**src/rtl/period_meter_pkg.sv**
```systemverilog
`default_nettype none
// ============================================================================
//  Module      : period_meter_pkg
//  Description : Shared definitions for the period meter and its companion
//                divider bench. This file holds the FSM state encoding and
//                the default counter width and expected divide ratio.
//  Ports       : none (package)
//  Revision    : 1.0 - initial release
// ============================================================================
package period_meter_pkg;

    // Measurement FSM states, with an explicit 2-bit encoding.
    typedef enum logic [1:0] {
        ST_IDLE = 2'd0,   // waiting for the first rising edge
        ST_MEAS = 2'd1,   // counting between rising edges
        ST_TMO  = 2'd2    // no rising edge within the counter range
    } state_t;

    localparam int c_DEF_CNT_W   = 16;
    localparam int c_DEF_EXP_DIV = 100;

endpackage : period_meter_pkg
`default_nettype wire

```
**src/rtl/period_meter_sync.sv**
```systemverilog
`default_nettype none
// ============================================================================
//  Module      : sync_edge
//  Description : Two-flop synchronizer for an asynchronous input, followed by
//                one delay flop that is used for edge detection.
//  Ports       : iClk_in - clock
//                iRst    - synchronous active-low reset
//                iSig    - asynchronous input
//                oLevel  - synchronized level
//                oRise   - synchronized level is 1 and delayed level is 0
//                oFall   - synchronized level is 0 and delayed level is 1
//  Revision    : 1.0 - initial release
// ============================================================================
module sync_edge (
    input  logic iClk_in,
    input  logic iRst,
    input  logic iSig,
    output logic oLevel,
    output logic oRise,
    output logic oFall
);

    logic r_meta;    // first synchronizer stage (may go metastable)
    logic r_sync;    // second synchronizer stage
    logic r_dly;     // synchronized level delayed by one cycle

    always_ff @(posedge iClk_in) begin
        if (!iRst) begin
            r_meta <= 1'b0;
            r_sync <= 1'b0;
            r_dly  <= 1'b0;
        end else begin
            r_meta <= iSig;
            r_sync <= r_meta;
            r_dly  <= r_sync;
        end
    end

    assign oLevel = r_sync;
    assign oRise  =  r_sync & ~r_dly;
    assign oFall  = ~r_sync &  r_dly;

endmodule : sync_edge
`default_nettype wire

```
**src/rtl/period_meter.sv**
```systemverilog
`default_nettype none
// ============================================================================
//  Module      : period_meter
//  Description : Measures the period and the high time of an asynchronous
//                signal in clock cycles. It flags the period when it equals
//                an expected divide ratio. It reports a timeout when no
//                rising edge arrives within the counter range.
//  Ports       : iClk_in  - clock
//                iRst     - synchronous active-low reset
//                iSig     - asynchronous measured signal
//                oPeriod  - cycles between the last two rising edges
//                oHigh    - cycles high within that period
//                oValid   - one-cycle pulse when oPeriod/oHigh update
//                oDivOk   - level, the last period equals EXP_DIV
//                oTimeout - level, no rising edge within 2^CNT_W-1 cycles
//  Revision    : 1.0 - initial release
// ============================================================================
module period_meter #(
    parameter int CNT_W   = period_meter_pkg::c_DEF_CNT_W,
    parameter int EXP_DIV = period_meter_pkg::c_DEF_EXP_DIV
) (
    input  logic             iClk_in,
    input  logic             iRst,
    input  logic             iSig,
    output logic [CNT_W-1:0] oPeriod,
    output logic [CNT_W-1:0] oHigh,
    output logic             oValid,
    output logic             oDivOk,
    output logic             oTimeout
);

    import period_meter_pkg::*;

    localparam logic [CNT_W-1:0] c_CNT_MAX = {CNT_W{1'b1}};
    localparam logic [CNT_W-1:0] c_ONE     = CNT_W'(1);
    localparam logic [CNT_W:0]   c_EXP     = (CNT_W+1)'(EXP_DIV);

    logic w_level;
    logic w_rise;
    logic w_fall;

    sync_edge u_sync_edge (
        .iClk_in (iClk_in),
        .iRst    (iRst),
        .iSig    (iSig),
        .oLevel  (w_level),
        .oRise   (w_rise),
        .oFall   (w_fall)
    );

    state_t           r_state;
    logic [CNT_W-1:0] r_cnt;     // cycles since the last rise
    logic [CNT_W-1:0] r_hcnt;    // high cycles since the last rise
    logic [CNT_W-1:0] r_hhold;   // high time captured at the last fall

    // The period is computed one bit wider. A rise that arrives when the
    // counter is at its maximum would give 2^CNT_W. That value is clamped to
    // all-ones, so the reported period saturates and does not wrap to 0.
    logic [CNT_W:0]   w_cntExt;
    logic [CNT_W-1:0] w_periodSat;

    assign w_cntExt    = {1'b0, r_cnt} + (CNT_W+1)'(1);
    assign w_periodSat = w_cntExt[CNT_W] ? c_CNT_MAX : w_cntExt[CNT_W-1:0];

    always_ff @(posedge iClk_in) begin
        if (!iRst) begin
            r_state  <= ST_IDLE;
            r_cnt    <= '0;
            r_hcnt   <= '0;
            r_hhold  <= '0;
            oPeriod  <= '0;
            oHigh    <= '0;
            oValid   <= 1'b0;
            oDivOk   <= 1'b0;
            oTimeout <= 1'b0;
        end else begin
            oValid <= 1'b0;
            case (r_state)
                ST_IDLE: begin
                    if (w_rise) begin
                        r_state <= ST_MEAS;
                        r_cnt   <= '0;
                        r_hcnt  <= '0;
                        r_hhold <= '0;
                    end
                end

                ST_MEAS: begin
                    // A rise takes priority over the timeout in the same cycle.
                    if (w_rise) begin
                        oPeriod <= w_periodSat;
                        oHigh   <= r_hhold;
                        oValid  <= 1'b1;
                        oDivOk  <= (w_cntExt == c_EXP);
                        r_cnt   <= '0;
                        r_hcnt  <= '0;
                        r_hhold <= '0;
                    end else if (r_cnt == c_CNT_MAX) begin
                        // Counter saturates here. The outputs keep their last
                        // measurement.
                        r_state  <= ST_TMO;
                        oTimeout <= 1'b1;
                    end else begin
                        r_cnt <= r_cnt + c_ONE;
                        if (w_level) begin
                            r_hcnt <= r_hcnt + c_ONE;
                        end
                        // The fall cycle itself is low. Adding 1 counts the
                        // rise cycle, which hcnt skipped when it cleared.
                        if (w_fall) begin
                            r_hhold <= r_hcnt + c_ONE;
                        end
                    end
                end

                ST_TMO: begin
                    if (w_rise) begin
                        r_state  <= ST_MEAS;
                        r_cnt    <= '0;
                        r_hcnt   <= '0;
                        r_hhold  <= '0;
                        oTimeout <= 1'b0;
                    end
                end

                default: begin
                    r_state <= ST_IDLE;
                end
            endcase
        end
    end

endmodule : period_meter
`default_nettype wire

```
**config.mk**
```make
export PLATFORM = sky130hd
export DESIGN_NAME = period_meter
export DESIGN_NICKNAME = d
export VERILOG_FILES = /design/src/rtl/period_meter_pkg.sv /design/src/rtl/period_meter_sync.sv /design/src/rtl/period_meter.sv
export SDC_FILE = /design/constraint.sdc
export NUM_CORES = 1
export LEC_CHECK = 0
export ABC_AREA = 1
export CAP_MARGIN = 40
export CORE_UTILIZATION = 57
export DETAILED_ROUTE_END_ITERATION = 7
export HOLD_SLACK_MARGIN = 0.12
export PLACE_DENSITY = 0.88
export SLEW_MARGIN = 20
export SYNTH_ARGS = -nofsm -noshare
export SYNTH_HDL_FRONTEND = slang
export SYNTH_SLANG_ARGS = --single-unit
```
**constraint.sdc**
```tcl
create_clock -name iClk_in -period 2.4 [get_ports iClk_in]
set_clock_uncertainty 0.05 [all_clocks]
set_input_delay 0.48 -clock iClk_in [delete_from_list [all_inputs] [get_ports iClk_in]]
set_output_delay 0.48 -clock iClk_in [all_outputs]
set_load 0.05 [all_outputs]
```
==> flow_summary.json, run 1 <==
{
  "portBuffers": 37,
  "clk_latency_ns": 0.37,
  "reg2reg_slack_ns": 0.26,
  "dr_total_vias": 3674,
  "clk_pin_slew_worst_paths_ns": 0.10,
  "critPathKind": "flip-flop to flip-flop",
  "seq_area_mm2": 0.00176,
  "cp.arrival_ns": 2.38,
  "grt.overflow.total": 0,
  "p_total_mw": 2.74,
  "outcome": "finished clean",
  "worstHoldStart": "u_sync_edge.r_meta",
  "worst_hold_path.endpoint": "u_sync_edge.oLevel",
  "diodes": 0,
  "placed_area_mm2": 0.00436,
  "yosys.area.top_type": "dfxtp_1",
  "cp_slowest_stage_delay_ns": 0.40,
  "postRouteWirelength_mm": 8.93,
  "final_cell_mix": "114 x nand2_1, 88 x dfxtp_1, 73 x nor2_1, 57 x inv_1, 57 x a21oi_1",
  "drt-wirelength-per-cell_um": 13.3,
  "seq_power_share_pct": 54.4,
  "maxSlewViolCount": 0,
  "ir_drop_uv": 371,
  "postRouteAntennaNets": 0,
  "crit_chain": "ha_1 > nand2_1 > nor2_4 > nand2_2 > nor2_4 > nand3_2 > nand3_2 > nand2_1 > a21oi_1",
  "grt_pass1_wl_mm": 14.9,
  "postCtsSetupBuffers": 0,
  "clock_sinks": 88,
  "fin_tns_setup_ns": 0,
  "avgSynthCellArea_um2": 7.19,
  "die_w_um": 85.6,
  "cts_root_buffer": "clkbuf_8",
  "num_rows": 30,
  "gp_congestion": 0.919,
  "critical_path.slowest_cell": "dfxtp_1",
  "dr.pass1.iters": 5,
  "dp.final_hpwl_mm": 6.09,
  "final_common_cell": "nand2_1",
  "start_kind": "flip-flop",
  "worst_pin_slew_ns": 0.567,
  "antenna_found_initial": 0,
  "r2r-start": "r_cnt[0]",
  "power_density_mw_per_mm2": 600,
  "ys_ff_latch": 88,
  "cell_internal_pwr_mw": 2.05,
  "p_clk_share_pct": 39.6,
  "via_per_inst": 5.48,
  "worstSetupEndpointType": "flip-flop",
  "cp_max_fo": 22,
  "first_global_vias": 3326,
  "die_area_mm2": 0.00733,
  "r2r_cells": 9,
  "ctsLongestPathBuffers": 2,
  "grt_usage_pct": 25.6,
  "syn_area_mm2": 0.00399,
  "layout.nets": 590,
  "htreeDepth": 3,
  "cts_buffers": 9,
  "swShare_pct": 25.2,
  "hp-class": "flip-flop to flip-flop",
  "combPwrFrac_pct": 6.0,
  "synth_area_leaders": "dfxtp_1 44%, nand2_1 11%, a21oi_1 7.2%, nor2_1 7.0%, o21ai_0 5.8%",
  "p_sw_uw": 692,
  "hold_viol": 0,
  "die_y_um": 85.6,
  "grt_max_degree": 50,
  "rsz0062_at_grt": "no",
  "synth_nets": 559,
  "ys_types": 34,
  "drive_gt1_share_pct": 8.64,
  "cp_data_required_time_ns": 2.64,
  "holdBufCountCts": 0,
  "syn_to_final_growth_pct": 14.7,
  "synthCells": 554,
  "cts_tree": "built",
  "slew_headroom_pct": 62.2,
  "drtIter0Drc": 276,
  "post_cts_resized": 0,
  "maxCapViolations": 0,
  "multiInputGateArea_mm2": 0.00184,
  "ys_seq_area_share_pct": 44.2,
  "route.detailed.drc": 0,
  "stdcell_area_mm2": 0.00457,
  "max_freq_mhz": 467,
  "fillers": 586,
  "min_path_cells": 2,
  "fin_crit_sh_pct": 89.1,
  "coreArea_mm2": 0.00676,
  "p_leak_nw": 1.79,
  "yosys.area.top_type_share_pct": 44.2,
  "startpoint": "r_cnt[0]",
  "setup_viol": 0,
  "hold_slack_ns": 0.378,
  "r2r-end": "r_hhold[6]",
  "io_pins": 38,
  "ys_warn_count": 0,
  "fin_crit_ns": 2.14,
  "start_util_pct": 59.0
}
## state kept, by name, indices dropped and copies added (netlist names)
signal	cells
oDivOk	1
oHigh	16
oPeriod	16
oTimeout	1
oValid	1
r_cnt	16
r_hcnt	16
r_hhold	16
r_state	2
u_sync_edge.oLevel	1
u_sync_edge.r_dly	1
u_sync_edge.r_meta	1
## power by group through the flow
stage / clock network, mW / registers, mW / logic, mW
3_5_place_dp: 0 / 1.53 / 0.163
3_3_place_gp: 0 / 1.53 / 0.158
4_1_cts: 1.10 / 1.49 / 0.163
6_report: 1.09 / 1.49 / 0.164
2_1_floorplan: 0 / 1.55 / 0.108
5_1_grt: 1.17 / 1.50 / 0.180
## stage by stage
| stage | utilization (%) | instances | worst slack [ns] |
|---|---|---|---|
| final | 67.6 | 670 | 0.261 |
| after global routing | 67.6 | 670 | 0.132 |
| after CTS | 67.6 | 670 | 0.288 |
| after detailed placement | 64.5 | 654 | 0.341 |
| after global placement | 64.5 | 654 | 0.413 |
| after floorplan | - | 554 | 0.649 |
## metal layers
layer,part of all wire [%],track usage (%),up-vias
met4,2.1,10.5,0
met5,0,0,-
met3,6.5,6.64,21
met2,46,40.9,113
met1,46,33.1,1679
li1,-,-,1861
## synth_stat cells (all sizes together)
master and instances:
ha 2, nand2 120, nand3 33, a21oi 59, and2 1, or2 1, xor2 1, o21ai 49
a22oi 5, nand4 5, o211a 1, nand3b 2, o221ai 9, a31oi 2, inv 61, clkbuf 11
dfxtp 88, nor2 82, o21a 5, buf 14, o21bai 2, nor3 1
## critical path, delay by kind of cell (launching register included)
kind | cells | cell delay [ns]
DFF | 1 | 0.40
AOI/OAI and AO/OA | 1 | 0.22
and+or+nand+nor | 7 | 1.12
adders and majority gates | 1 | 0.27
## logic make-up after synthesis
logic type	count (synthesis)	synth area share [%]
compound gates	132	18.7
xor+xnor	1	0.220
fa+ha+maj	2	0.628
buf+inv	86	9.73
flops	88	44.2
simple gates	245	26.6
## worst max-delay path by stage
stage,cells after the start,slack [ns],to
4_1_cts,1,0.29,oHigh[2]
3_3_place_gp,9,0.41,r_hhold[8]
2_1_floorplan,11,0.65,r_cnt[10]
3_5_place_dp,9,0.34,r_hhold[8]
6_report,9,0.26,r_hhold[6]
5_1_grt,9,0.13,r_hhold[6]
## cell type report
cell class / count / area share [%]
Sequential cell: 88 / 38.5
Clock inverter: 6 / 1.62
Inverter: 61 / 5.01
Timing Repair Buffer: 45 / 9.42
Clock buffer: 10 / 3.01
Multi-Input combinational cell: 380 / 40.2
Tap cell: 80 / 2.19
No activity file was read; power rests on OpenSTA's default activity.
==> inputs of run 2 (changes only) <==
--- a/config.mk
+++ b/config.mk
@@ -7,10 +7,10 @@
 export LEC_CHECK = 0
 export ABC_AREA = 1
 export CAP_MARGIN = 40
-export CORE_UTILIZATION = 57
+export CORE_UTILIZATION = 40
 export DETAILED_ROUTE_END_ITERATION = 7
 export HOLD_SLACK_MARGIN = 0.12
-export PLACE_DENSITY = 0.88
+export PLACE_DENSITY = 0.68
 export SLEW_MARGIN = 20
 export SYNTH_ARGS = -nofsm -noshare
 export SYNTH_HDL_FRONTEND = slang
==> constraint.sdc (replaced) <==
create_clock -name iClk_in -period 2.5 [get_ports iClk_in]
set_clock_uncertainty 0.05 [all_clocks]
set_input_delay 0.5 -clock iClk_in [delete_from_list [all_inputs] [get_ports iClk_in]]
set_output_delay 0.5 -clock iClk_in [all_outputs]
set_load 0.05 [all_outputs]
==> run 2 against run 1 <==
Worst setup slack better by 0.15 ns; die area up 41%; non-clock buffer count unchanged; global-route usage down 6.7 points; clock power down 7%; sequential share of layout area down 0.50 points; critical path depth unchanged; sequential power down 4%; maximum frequency up 2.5%; largest power group unchanged; total power down 5.1%; worst hold slack better by 0.00088 ns; first-iteration DRC count down 45%; critical endpoint is now r_hhold[8].
==> flow_summary.json, run 2 (same netlist as run 1, synthesis figures left out) <==
{
  "outcome": "finished clean",
  "reg2reg_slack_ns": 0.41,
  "fin_crit_ns": 2.09,
  "rsz0062_at_grt": "no",
  "placed_area_mm2": 0.00443,
  "grt_usage_pct": 18.9,
  "cts_tree": "built",
  "r2r-start": "r_cnt[0]",
  "cts_buffers": 9,
  "setup_viol": 0,
  "cp.arrival_ns": 2.33,
  "first_global_vias": 3359,
  "num_rows": 36,
  "dr.pass1.iters": 4,
  "via_per_inst": 5.05,
  "worst_hold_path.endpoint": "u_sync_edge.oLevel",
  "path_depth": 9,
  "grt_max_degree": 34,
  "r2r_cells": 9,
  "final_cell_mix": "114 x nand2_1, 88 x dfxtp_1, 73 x nor2_1, 57 x inv_1, 57 x a21oi_1",
  "cp_data_required_time_ns": 2.74,
  "die_area_mm2": 0.0104,
  "cpLargestDelayFamily": "simple AND/OR/NAND/NOR gates",
  "drive_gt1_share_pct": 8.64,
  "htreeDepth": 3,
  "die_w_um": 102,
  "clock_sinks": 88,
  "slew_headroom_pct": 66.4,
  "diodes": 0,
  "worst-path-buf-inv": 0,
  "cp_slowest_stage_delay_ns": 0.44,
  "fin_crit_sh_pct": 83.5,
  "critPathKind": "flip-flop to flip-flop",
  "min_path_cells": 2,
  "maxCapViolations": 0,
  "dr_total_vias": 3651,
  "hold_viol": 0,
  "clk_latency_ns": 0.36,
  "die_y_um": 102,
  "ctsLongestPathBuffers": 2,
  "grt.overflow.total": 0,
  "crit_chain": "ha_1 > nand2_1 > nor2_4 > nand2_2 > nor2_4 > nand3_2 > nand3_2 > or2_2 > a21oi_1",
  "final_common_cell": "nand2_1",
  "drt-wirelength-per-cell_um": 12.6,
  "p_leak_nw": 1.79,
  "max_freq_mhz": 479,
  "power_density_mw_per_mm2": 563,
  "io_pins": 38,
  "portBuffers": 37,
  "route.detailed.drc": 0,
  "postRouteAntennaNets": 0,
  "cp_max_fo": 22,
  "r2r-end": "r_hhold[8]",
  "fin_tns_setup_ns": 0,
  "holdBufCountCts": 0,
  "maxSlewViolCount": 0,
  "drtIter0Drc": 153,
  "antenna_found_initial": 0,
  "worstHoldStart": "u_sync_edge.r_meta",
  "postCtsSetupBuffers": 0,
  "ir_drop_uv": 310,
  "start_util_pct": 41.0,
  "stdcell_area_mm2": 0.00463,
  "grt_pass1_wl_mm": 15.5,
  "worst_pin_slew_ns": 0.502,
  "worstSetupEndpointType": "flip-flop",
  "start_kind": "flip-flop",
  "post_cts_resized": 0,
  "gp_congestion": 0.943,
  "coreArea_mm2": 0.00973,
  "cts_root_buffer": "clkbuf_8",
  "critical_path.slowest_cell": "or2_2",
  "dp.final_hpwl_mm": 6.32,
  "hp-class": "flip-flop to flip-flop",
  "postRouteWirelength_mm": 9.14,
  "syn_to_final_growth_pct": 16.2,
  "layout.nets": 590,
  "clk_pin_slew_worst_paths_ns": 0.09
}
## run 2: through the flow
step,hold WS (ns),setup slack (ns),std cells,utilization (%),total power [mW]
2_1_floorplan,0.340,0.749,554,-,1.59
3_3_place_gp,0.350,0.468,707,45.5,1.62
3_5_place_dp,0.353,0.420,707,45.5,1.62
4_1_cts,0.382,0.406,723,47.6,2.63
5_1_grt,0.413,0.231,723,47.6,2.71
6_report,0.379,0.413,723,47.6,2.61
## run 2: worst register-to-register path, delay by kind of cell, from the launching register on
family	cells	cell delay [ns]
flops	1	0.35
simple gates	7	1.26
compound gates	1	0.11
fa+ha+maj	1	0.27
## run 2: how the worst max path moves through the flow
stage	end	slack [ns]	from
2_1_floorplan	r_cnt[10]	0.75	r_cnt[0]
3_3_place_gp	r_hhold[8]	0.47	r_cnt[0]
3_5_place_dp	r_hhold[8]	0.42	r_cnt[0]
4_1_cts	r_hhold[8]	0.41	r_cnt[0]
5_1_grt	r_hhold[10]	0.23	u_sync_edge.oLevel
6_report	r_hhold[8]	0.41	r_cnt[0]
## run 2: per-layer routing
| metal | vias up | wire [um] | track usage (%) |
|---|---|---|---|
| met5 | - | 0 | 0 |
| met4 | 0 | 138 | 7.03 |
| met3 | 9 | 422 | 2.87 |
| met2 | 98 | 4040 | 29.5 |
| met1 | 1670 | 4540 | 26.5 |
| li1 | 1874 | - | - |
## run 2: final cells by class
class | count | area (um^2)
Sequential cell | 88 | 1760
Timing Repair Buffer | 45 | 430
Fill cell | 1008 | 5100
Clock inverter | 6 | 67.6
Multi-Input combinational cell | 380 | 1840
Clock buffer | 10 | 138
Tap cell | 133 | 166
Inverter | 61 | 229
## run 2: power breakdown
group | switching (mW) | internal (mW) | total [mW] | leakage, nW
Combinational | 0.113 | 0.0456 | 0.158 | 0.982
Sequential | 0.0112 | 1.42 | 1.43 | 0.711
Clock | 0.521 | 0.493 | 1.01 | 0.0989
